## config.mk

```make
export PLATFORM = sky130hd
export DESIGN_NAME = gol_frame_streamer_flat
export DESIGN_NICKNAME = d
export VERILOG_FILES = /design/src/rtl/gol_frame_streamer_if.sv /design/src/rtl/gol_frame_streamer.sv /design/src/flat_wrapper.sv
export SDC_FILE = /design/constraint.sdc
export NUM_CORES = 1
export LEC_CHECK = 0
export ABC_AREA = 0
export BUFFER_PORTS_ARGS = -buffer_cell sky130_fd_sc_hd__clkbuf_2
export CORE_MARGIN = 3
export CORE_UTILIZATION = 56
export CTS_CLUSTER_SIZE = 20
export DETAILED_ROUTE_END_ITERATION = 12
export GPL_TIMING_DRIVEN = 0
export PLACE_DENSITY = 0.81
export SYNTH_ARGS = -nofsm -noshare
export SYNTH_HDL_FRONTEND = slang
export SYNTH_SLANG_ARGS = --single-unit
export TNS_END_PERCENT = 5
```

## constraint.sdc

```tcl
create_clock -name clk -period 12.8 [get_ports clk]
set_input_delay 0.64 -clock clk [delete_from_list [all_inputs] [get_ports clk]]
set_output_delay 0.64 -clock clk [all_outputs]
set_load 0.05 [all_outputs]
```

## src/rtl/gol_frame_streamer_if.sv

```systemverilog
// Byte-stream interface between the frame streamer and the display sink.
//   out_valid : byte on out_data is valid (source -> sink)
//   out_ready : sink accepts the byte when out_valid & out_ready (sink -> source)
//   out_data  : stream byte
//   out_last  : marks the final byte of a frame
interface gol_frame_streamer_if;
  logic       out_valid;
  logic       out_ready;
  logic [7:0] out_data;
  logic       out_last;

  modport master (
    output out_valid,
    output out_data,
    output out_last,
    input  out_ready
  );

  modport slave (
    input  out_valid,
    input  out_data,
    input  out_last,
    output out_ready
  );
endinterface

```

## src/rtl/gol_frame_streamer.sv

```systemverilog
// gol_frame_streamer
//   Snapshots the game grid, generation and cursor on each rising edge of
//   frame_req and serialises them as a byte frame:
//     A5, gen[15:8], gen[7:0], GRID_W*GRID_H cell bytes (row-major), 5A(last)
//   A request arriving mid-frame is held 1-deep and launched after the tail.
// Ports
//   clk, reset       : clock, asynchronous active-high reset
//   frame_req        : update strobe (level, edge-detected internally)
//   grid_in          : cell (x,y) at bit y*GRID_W+x, 1 = alive
//   generation       : generation count
//   selectedx/y      : cursor position
//   paused           : cursor is only drawn while paused
//   out_if           : valid/ready byte stream (master)
//   busy             : frame in progress
//   frames_sent      : completed frames, wrapping
// Configuration
//   GOL_CURSOR_OVERLAY_EN : when defined, bit7 of the cursor cell byte is set
//   (only while paused). When undefined the cursor inputs are ignored.
module gol_frame_streamer #(
  parameter int unsigned GRID_W  = 16,
  parameter int unsigned GRID_H  = 16,
  parameter int unsigned COORD_W = 8
) (
  input  logic                       clk,
  input  logic                       reset,
  input  logic                       frame_req,
  input  logic [GRID_W*GRID_H-1:0]   grid_in,
  input  logic [15:0]                generation,
  input  logic [COORD_W-1:0]         selectedx,
  input  logic [COORD_W-1:0]         selectedy,
  input  logic                       paused,
  gol_frame_streamer_if.master       out_if,
  output logic                       busy,
  output logic [15:0]                frames_sent
);

  localparam int unsigned N_CELLS = GRID_W * GRID_H;
  localparam int unsigned IDX_W   = $clog2(N_CELLS) + 1;
  localparam logic [IDX_W-1:0] LAST_IDX = IDX_W'(N_CELLS - 1);

  typedef enum logic [2:0] {
    S_IDLE,
    S_HDR0,
    S_HDR1,
    S_HDR2,
    S_CELLS,
    S_TAIL
  } state_e;

  state_e               state_q, state_d;
  logic [IDX_W-1:0]     idx_q, idx_d;
  logic                 pending_q, pending_d;
  logic                 launch_q, launch_d;
  logic                 req_q, req_d;
  logic                 req_prev_q, req_prev_d;
  logic [15:0]          frames_sent_q, frames_sent_d;
  logic [N_CELLS-1:0]   grid_snap_q, grid_snap_d;
  logic [15:0]          gen_snap_q, gen_snap_d;
  logic                 out_valid_q, out_valid_d;
  logic [7:0]           out_data_q, out_data_d;
  logic                 out_last_q, out_last_d;
  logic                 busy_q, busy_d;

  logic                 rise_c;
  logic                 accept_c;
  logic                 take_snap_c;
  logic                 cursor_hit_c;

`ifdef GOL_CURSOR_OVERLAY_EN
  logic [COORD_W-1:0]   snap_selx_q, snap_selx_d;
  logic [COORD_W-1:0]   snap_sely_q, snap_sely_d;
  logic                 snap_paused_q, snap_paused_d;
  logic [IDX_W-1:0]     cursor_idx_c;
`endif

  // Request is registered once before edge detection.
  assign req_d      = frame_req;
  assign req_prev_d = req_q;
  assign rise_c     = req_q & ~req_prev_q;
  assign accept_c   = out_valid_q & out_if.out_ready;

  // Next-state, index, pending and snapshot logic.
  always_comb begin
    state_d       = state_q;
    idx_d         = idx_q;
    pending_d     = pending_q;
    launch_d      = 1'b0;
    frames_sent_d = frames_sent_q;
    grid_snap_d   = grid_snap_q;
    gen_snap_d    = gen_snap_q;
    take_snap_c   = 1'b0;
`ifdef GOL_CURSOR_OVERLAY_EN
    snap_selx_d   = snap_selx_q;
    snap_sely_d   = snap_sely_q;
    snap_paused_d = snap_paused_q;
`endif

    // Any request that arrives while a frame is running is held 1-deep.
    if (rise_c && (state_q != S_IDLE)) pending_d = 1'b1;

    case (state_q)
      S_IDLE: begin
        if (launch_q) begin
          // Snapshot for this frame was taken when the previous tail left.
          state_d = S_HDR0;
          if (rise_c) pending_d = 1'b1;
        end else if (rise_c) begin
          take_snap_c = 1'b1;
          state_d     = S_HDR0;
        end
      end
      S_HDR0: if (accept_c) state_d = S_HDR1;
      S_HDR1: if (accept_c) state_d = S_HDR2;
      S_HDR2: begin
        if (accept_c) begin
          state_d = S_CELLS;
          idx_d   = '0;
        end
      end
      S_CELLS: begin
        if (accept_c) begin
          if (idx_q == LAST_IDX) state_d = S_TAIL;
          else                   idx_d   = idx_q + IDX_W'(1);
        end
      end
      S_TAIL: begin
        if (accept_c) begin
          frames_sent_d = frames_sent_q + 16'd1;
          state_d       = S_IDLE;
          if (pending_q || rise_c) begin
            take_snap_c = 1'b1;
            pending_d   = 1'b0;
            launch_d    = 1'b1;
          end
        end
      end
      default: state_d = S_IDLE;
    endcase

    if (take_snap_c) begin
      grid_snap_d = grid_in;
      gen_snap_d  = generation;
`ifdef GOL_CURSOR_OVERLAY_EN
      snap_selx_d   = selectedx;
      snap_sely_d   = selectedy;
      snap_paused_d = paused;
`endif
    end
  end

`ifdef GOL_CURSOR_OVERLAY_EN
  // Cursor flag for the cell about to be presented; off-grid cursors match nothing.
  always_comb begin
    cursor_idx_c = IDX_W'(snap_sely_d) * IDX_W'(GRID_W) + IDX_W'(snap_selx_d);
    cursor_hit_c = 1'b0;
    if (snap_paused_d && (snap_selx_d < COORD_W'(GRID_W)) && (snap_sely_d < COORD_W'(GRID_H)))
      cursor_hit_c = (idx_d == cursor_idx_c);
  end
`else
  logic unused_cursor_c;
  assign unused_cursor_c = ^{selectedx, selectedy, paused};
  assign cursor_hit_c    = 1'b0;
`endif

  // Output byte follows the next state, so it only changes on acceptance.
  always_comb begin
    out_valid_d = (state_d != S_IDLE);
    out_last_d  = (state_d == S_TAIL);
    busy_d      = (state_d != S_IDLE);
    out_data_d  = 8'h00;
    case (state_d)
      S_HDR0:  out_data_d = 8'hA5;
      S_HDR1:  out_data_d = gen_snap_d[15:8];
      S_HDR2:  out_data_d = gen_snap_d[7:0];
      S_CELLS: out_data_d = {cursor_hit_c, 6'b000000, grid_snap_d[idx_d[IDX_W-2:0]]};
      S_TAIL:  out_data_d = 8'h5A;
      default: out_data_d = 8'h00;
    endcase
  end

  // State and output registers.
  always_ff @(posedge clk or posedge reset) begin
    if (reset) begin
      state_q       <= S_IDLE;
      idx_q         <= '0;
      pending_q     <= 1'b0;
      launch_q      <= 1'b0;
      req_q         <= 1'b0;
      req_prev_q    <= 1'b0;
      frames_sent_q <= '0;
      grid_snap_q   <= '0;
      gen_snap_q    <= '0;
      out_valid_q   <= 1'b0;
      out_data_q    <= '0;
      out_last_q    <= 1'b0;
      busy_q        <= 1'b0;
`ifdef GOL_CURSOR_OVERLAY_EN
      snap_selx_q   <= '0;
      snap_sely_q   <= '0;
      snap_paused_q <= 1'b0;
`endif
    end else begin
      state_q       <= state_d;
      idx_q         <= idx_d;
      pending_q     <= pending_d;
      launch_q      <= launch_d;
      req_q         <= req_d;
      req_prev_q    <= req_prev_d;
      frames_sent_q <= frames_sent_d;
      grid_snap_q   <= grid_snap_d;
      gen_snap_q    <= gen_snap_d;
      out_valid_q   <= out_valid_d;
      out_data_q    <= out_data_d;
      out_last_q    <= out_last_d;
      busy_q        <= busy_d;
`ifdef GOL_CURSOR_OVERLAY_EN
      snap_selx_q   <= snap_selx_d;
      snap_sely_q   <= snap_sely_d;
      snap_paused_q <= snap_paused_d;
`endif
    end
  end

  assign out_if.out_valid = out_valid_q;
  assign out_if.out_data  = out_data_q;
  assign out_if.out_last  = out_last_q;
  assign busy             = busy_q;
  assign frames_sent      = frames_sent_q;

endmodule

```

## src/flat_wrapper.sv

```systemverilog
// flat-port wrapper written by rule: the top's interface ports become plain ports
module gol_frame_streamer_flat 
#(
  parameter int unsigned GRID_W  = 16,
  parameter int unsigned GRID_H  = 16,
  parameter int unsigned COORD_W = 8
)
  (clk, reset, frame_req, grid_in, generation, selectedx, selectedy, paused, busy, frames_sent, out_if_out_valid, out_if_out_data, out_if_out_last, out_if_out_ready);
  gol_frame_streamer_if out_if_i ();
  input  logic clk;
  input  logic reset;
  input  logic frame_req;
  input  logic [GRID_W*GRID_H-1:0] grid_in;
  input  logic [15:0] generation;
  input  logic [COORD_W-1:0] selectedx;
  input  logic [COORD_W-1:0] selectedy;
  input  logic paused;
  output logic busy;
  output logic [15:0] frames_sent;
  output wire logic [$bits(out_if_i.out_valid)-1:0] out_if_out_valid;
  output wire logic [$bits(out_if_i.out_data)-1:0] out_if_out_data;
  output wire logic [$bits(out_if_i.out_last)-1:0] out_if_out_last;
  input wire logic [$bits(out_if_i.out_ready)-1:0] out_if_out_ready;
  assign out_if_out_valid = out_if_i.out_valid;
  assign out_if_out_data = out_if_i.out_data;
  assign out_if_out_last = out_if_i.out_last;
  assign out_if_i.out_ready = out_if_out_ready;
  gol_frame_streamer #(.GRID_W(GRID_W), .GRID_H(GRID_H), .COORD_W(COORD_W)) u_core (.clk(clk), .reset(reset), .frame_req(frame_req), .grid_in(grid_in), .generation(generation), .selectedx(selectedx), .selectedy(selectedy), .paused(paused), .out_if(out_if_i), .busy(busy), .frames_sent(frames_sent));
endmodule
```

==> out/metrics.yaml <==
syn2layout_area_growth_pct: 20.2
drv_cap: 0
first_iter_violations: 2002
syn_avg_cell_area_um2: 8.84
post-route-min-period_ns: 5.48
max_clock_freq_mhz: 182
grt_overflow: 0
synth_fp_nets: 2080
yosys-top-cells-area: "dfrtp_1 (50%), nand2_1 (18%), mux2_2 (6.2%)"
grt_start_max_net_pins: 94
slew_violations: 0
ys_seq_area_share_pct: 49.8
worstSetupStartpointType: "flip-flop"
pin_count: 320
fin_nets: 2422
drc: 0
grt_pass1_vias: 15000
drive_above_1_share_pct: 24.7
drt_pass1_iterations: 6
fill_cells: 2240
cts.sinks: 314
grt_use_total_pct: 36.0
cts.clk_slew.worst_paths_ns: 0.06
ys_ff_latch: 314
std_cell_rows: 60
cp_common_cell: "clkbuf_1"
wl_per_cell_um: 22.2
cp-end-kind: "flip-flop"
hpwl_um: 40900
status: "complete, no violations"
stdcell_area_um2: 19000
ys_warn_count: 0
ys_types: 76
crit_arrival_ns: 5.85
cellPowerDensity_nw_per_um2: 220
die_y_um: 174
worst-path-max-fanout: 10
dieArea_um2: 30200
syn_area_um2: 15800
hp-class: "in2async"
io_buffers: 302
grt_pass1_wl_um: 84800
cts_setup_buffers: 0
hold_buffers: 0
finalCritPeriodShare_pct: 42.8
antenna_found_initial: 5
clock_skew_ns: 0.0177
place_congestion: 0.959
yosysTopAreaCell: "dfrtp_1"
clkLatencyLatePin_ns: 0.52
slowest_stage: "clkbuf_1"
die_x_um: 174
finalWirelength_um: 56000
critPathMaxStageDelay_ns: 0.62
rsz0062_at_grt: "no"
path_class: "reg2reg"
required_ns: 13.17
fin_setup_tns_ns: 0
setup_viol: 0
syn_inst: 1785
cts_htree_levels: 2
cts-root-buf: "clkbuf_16"
cts_tree: "built"
ant_nets: 0
cts.path.max_buffers: 3
worstMarginPinSlew_ns: 1.06
cts_buffers: 35
hold_viol_final: 0
r2r_cells: 13
cts_resized: 0
ys.flop_type: "dfrtp_1"
synth_top_area_share_pct: 49.8
async_flop_share_pct: 100
worstPathCellList: "ha_1, nand3_2, o311ai_4, mux2i_4, clkbuf_1, buf_2, buf_1, clkbuf_1, o21ai_0, a211oi_1, o211ai_1, nand4_1, a41oi_2"
synth_edf_count: 0
slew_headroom_pct: 29.6
place_area_um2: 17800
p_leak_uw: 0.00953
initial_core_util_pct: 57.7
num_vias: 15200
vdd_drop_max_mv: 0.0969
viasPerCell: 6.02
core_um2: 27300
rrSetupSlack_ns: 7.32
layout make-up:
class	instances	area, um2	area share (%)
antenna	5	12.5	0.0660
buffer	117	543	2.86
clock buffer	50	1020	5.40
clock inverter	10	90.1	0.475
inverter	14	67.6	0.356
multi-input combinational	1340	7310	38.6
sequential	314	7860	41.4
tap	372	465	2.45
timing repair buffer	305	1590	8.40
synthesized netlist by cell type (8+ instances only):
master / number
nor2b_1: 9
buf_2: 49
nor2_1: 51
dfrtp_1: 314
inv_1: 11
nor3_1: 18
nand4_1: 12
a21oi_1: 42
and3_1: 16
mux2_2: 87
nand3_1: 62
buf_1: 18
xnor2_1: 10
o21ai_0: 25
clkbuf_1: 40
nand2b_1: 8
a31oi_1: 18
mux2i_1: 51
o211ai_1: 18
a311oi_1: 15
nand2_1: 753
a211oi_1: 14
placed cells by master, fill, tap and decap left out, types with 8 or more instances in the layout:
master | Yosys | final
buf_1 | 18 | 18
a311oi_1 | 15 | 15
dfrtp_1 | 314 | 314
nand4_1 | 12 | 12
mux2i_1 | 51 | 51
nand3_1 | 62 | 62
clkbuf_2 | 1 | 303
a21oi_1 | 42 | 42
a31oi_1 | 18 | 18
xnor2_1 | 10 | 10
nor2_1 | 51 | 51
a211oi_1 | 14 | 14
buf_2 | 49 | 49
and3_1 | 16 | 16
nor3_1 | 18 | 18
o21ai_0 | 25 | 25
mux2_2 | 87 | 87
nand2_1 | 753 | 753
clkbuf_1 | 40 | 47
nand2b_1 | 8 | 8
clkbuf_16 | 0 | 36
nor2b_1 | 9 | 9
inv_1 | 11 | 10
o211ai_1 | 18 | 18
sequential cells by signal, indices dropped and copies added, names as in the netlist, 3 cells and up:
signal                  cells
u_core.out_if.out_data      8
u_core.idx_q                9
u_core.grid_snap_q        256
u_core.frames_sent         16
u_core.state_q              3
u_core.gen_snap_q          16
final timing paths:
check / startpoint / to
max: u_core.idx_q[0] / u_core.out_if.out_data[0]
min: reset / u_core.grid_snap_q[161]
max reg2reg: u_core.idx_q[0] / u_core.out_if.out_data[0]
min reg2reg: u_core.req_prev_d / u_core.req_prev_q
max in group asynchronous: reset / u_core.grid_snap_q[84]
min in group clk: frame_req / u_core.req_prev_d
per-stage QoR:
| step | total power, uW | hold slack (ns) | std cells | utilization [%] | setup WS, ns |
|---|---|---|---|---|---|
| final | 4180 | 0.149 | 2527 | 69.4 | 7.32 |
| after global routing | 4390 | 0.188 | 2527 | 69.4 | 7.27 |
| after CTS | 4130 | 0.167 | 2522 | 69.4 | 7.65 |
| after detailed placement | 3140 | 0.357 | 2462 | 65.3 | 7.68 |
| after global placement | 3070 | 0.354 | 2459 | 65.0 | 0.298 |
| after floorplan | 2660 | 0.347 | 1785 | - | 3.47 |
routing by layer:
| metal | GRT usage, % | vias to the layer above | part of all wire [%] |
|---|---|---|---|
| li1 | - | 6715 | - |
| met1 | 47.0 | 7212 | 37 |
| met2 | 56.8 | 1069 | 45 |
| met3 | 8.96 | 226 | 12 |
| met4 | 17.2 | 0 | 5.5 |
| met5 | 0 | - | 0 |
cell families (layout without fill, tap and decap cells):
family          Yosys count  count (layout)  synth area share [%]
simple gates            961             961                  25.0
xor+xnor                 17              17                 0.944
other cells               0               5                     0
compound gates          217             217                  10.1
fa+ha+maj                 2               2                 0.159
mux                     143             143                  10.2
flops                   314             314                  49.8
buf+inv                 131             496                  3.82
where the power goes:
| part | leakage (uW) | switching [uW] | total (uW) | internal, uW |
|---|---|---|---|---|
| clock network | 0.000555 | 406 | 983 | 577 |
| registers | 0.00392 | 177 | 1600 | 1420 |
| logic | 0.00505 | 1000 | 1600 | 600 |
| total | 0.00953 | 1580 | 4180 | 2600 |
worst max-delay path: cells and delay by family (launching register included):
family / cells / cell delay, ns
simple gates: 2 / 0.34
compound gates: 5 / 1.57
fa+ha+maj: 1 / 0.26
buf+inv: 4 / 2.13
flops: 1 / 0.48
mux: 1 / 0.53
Power figures use the tool's default switching activity.
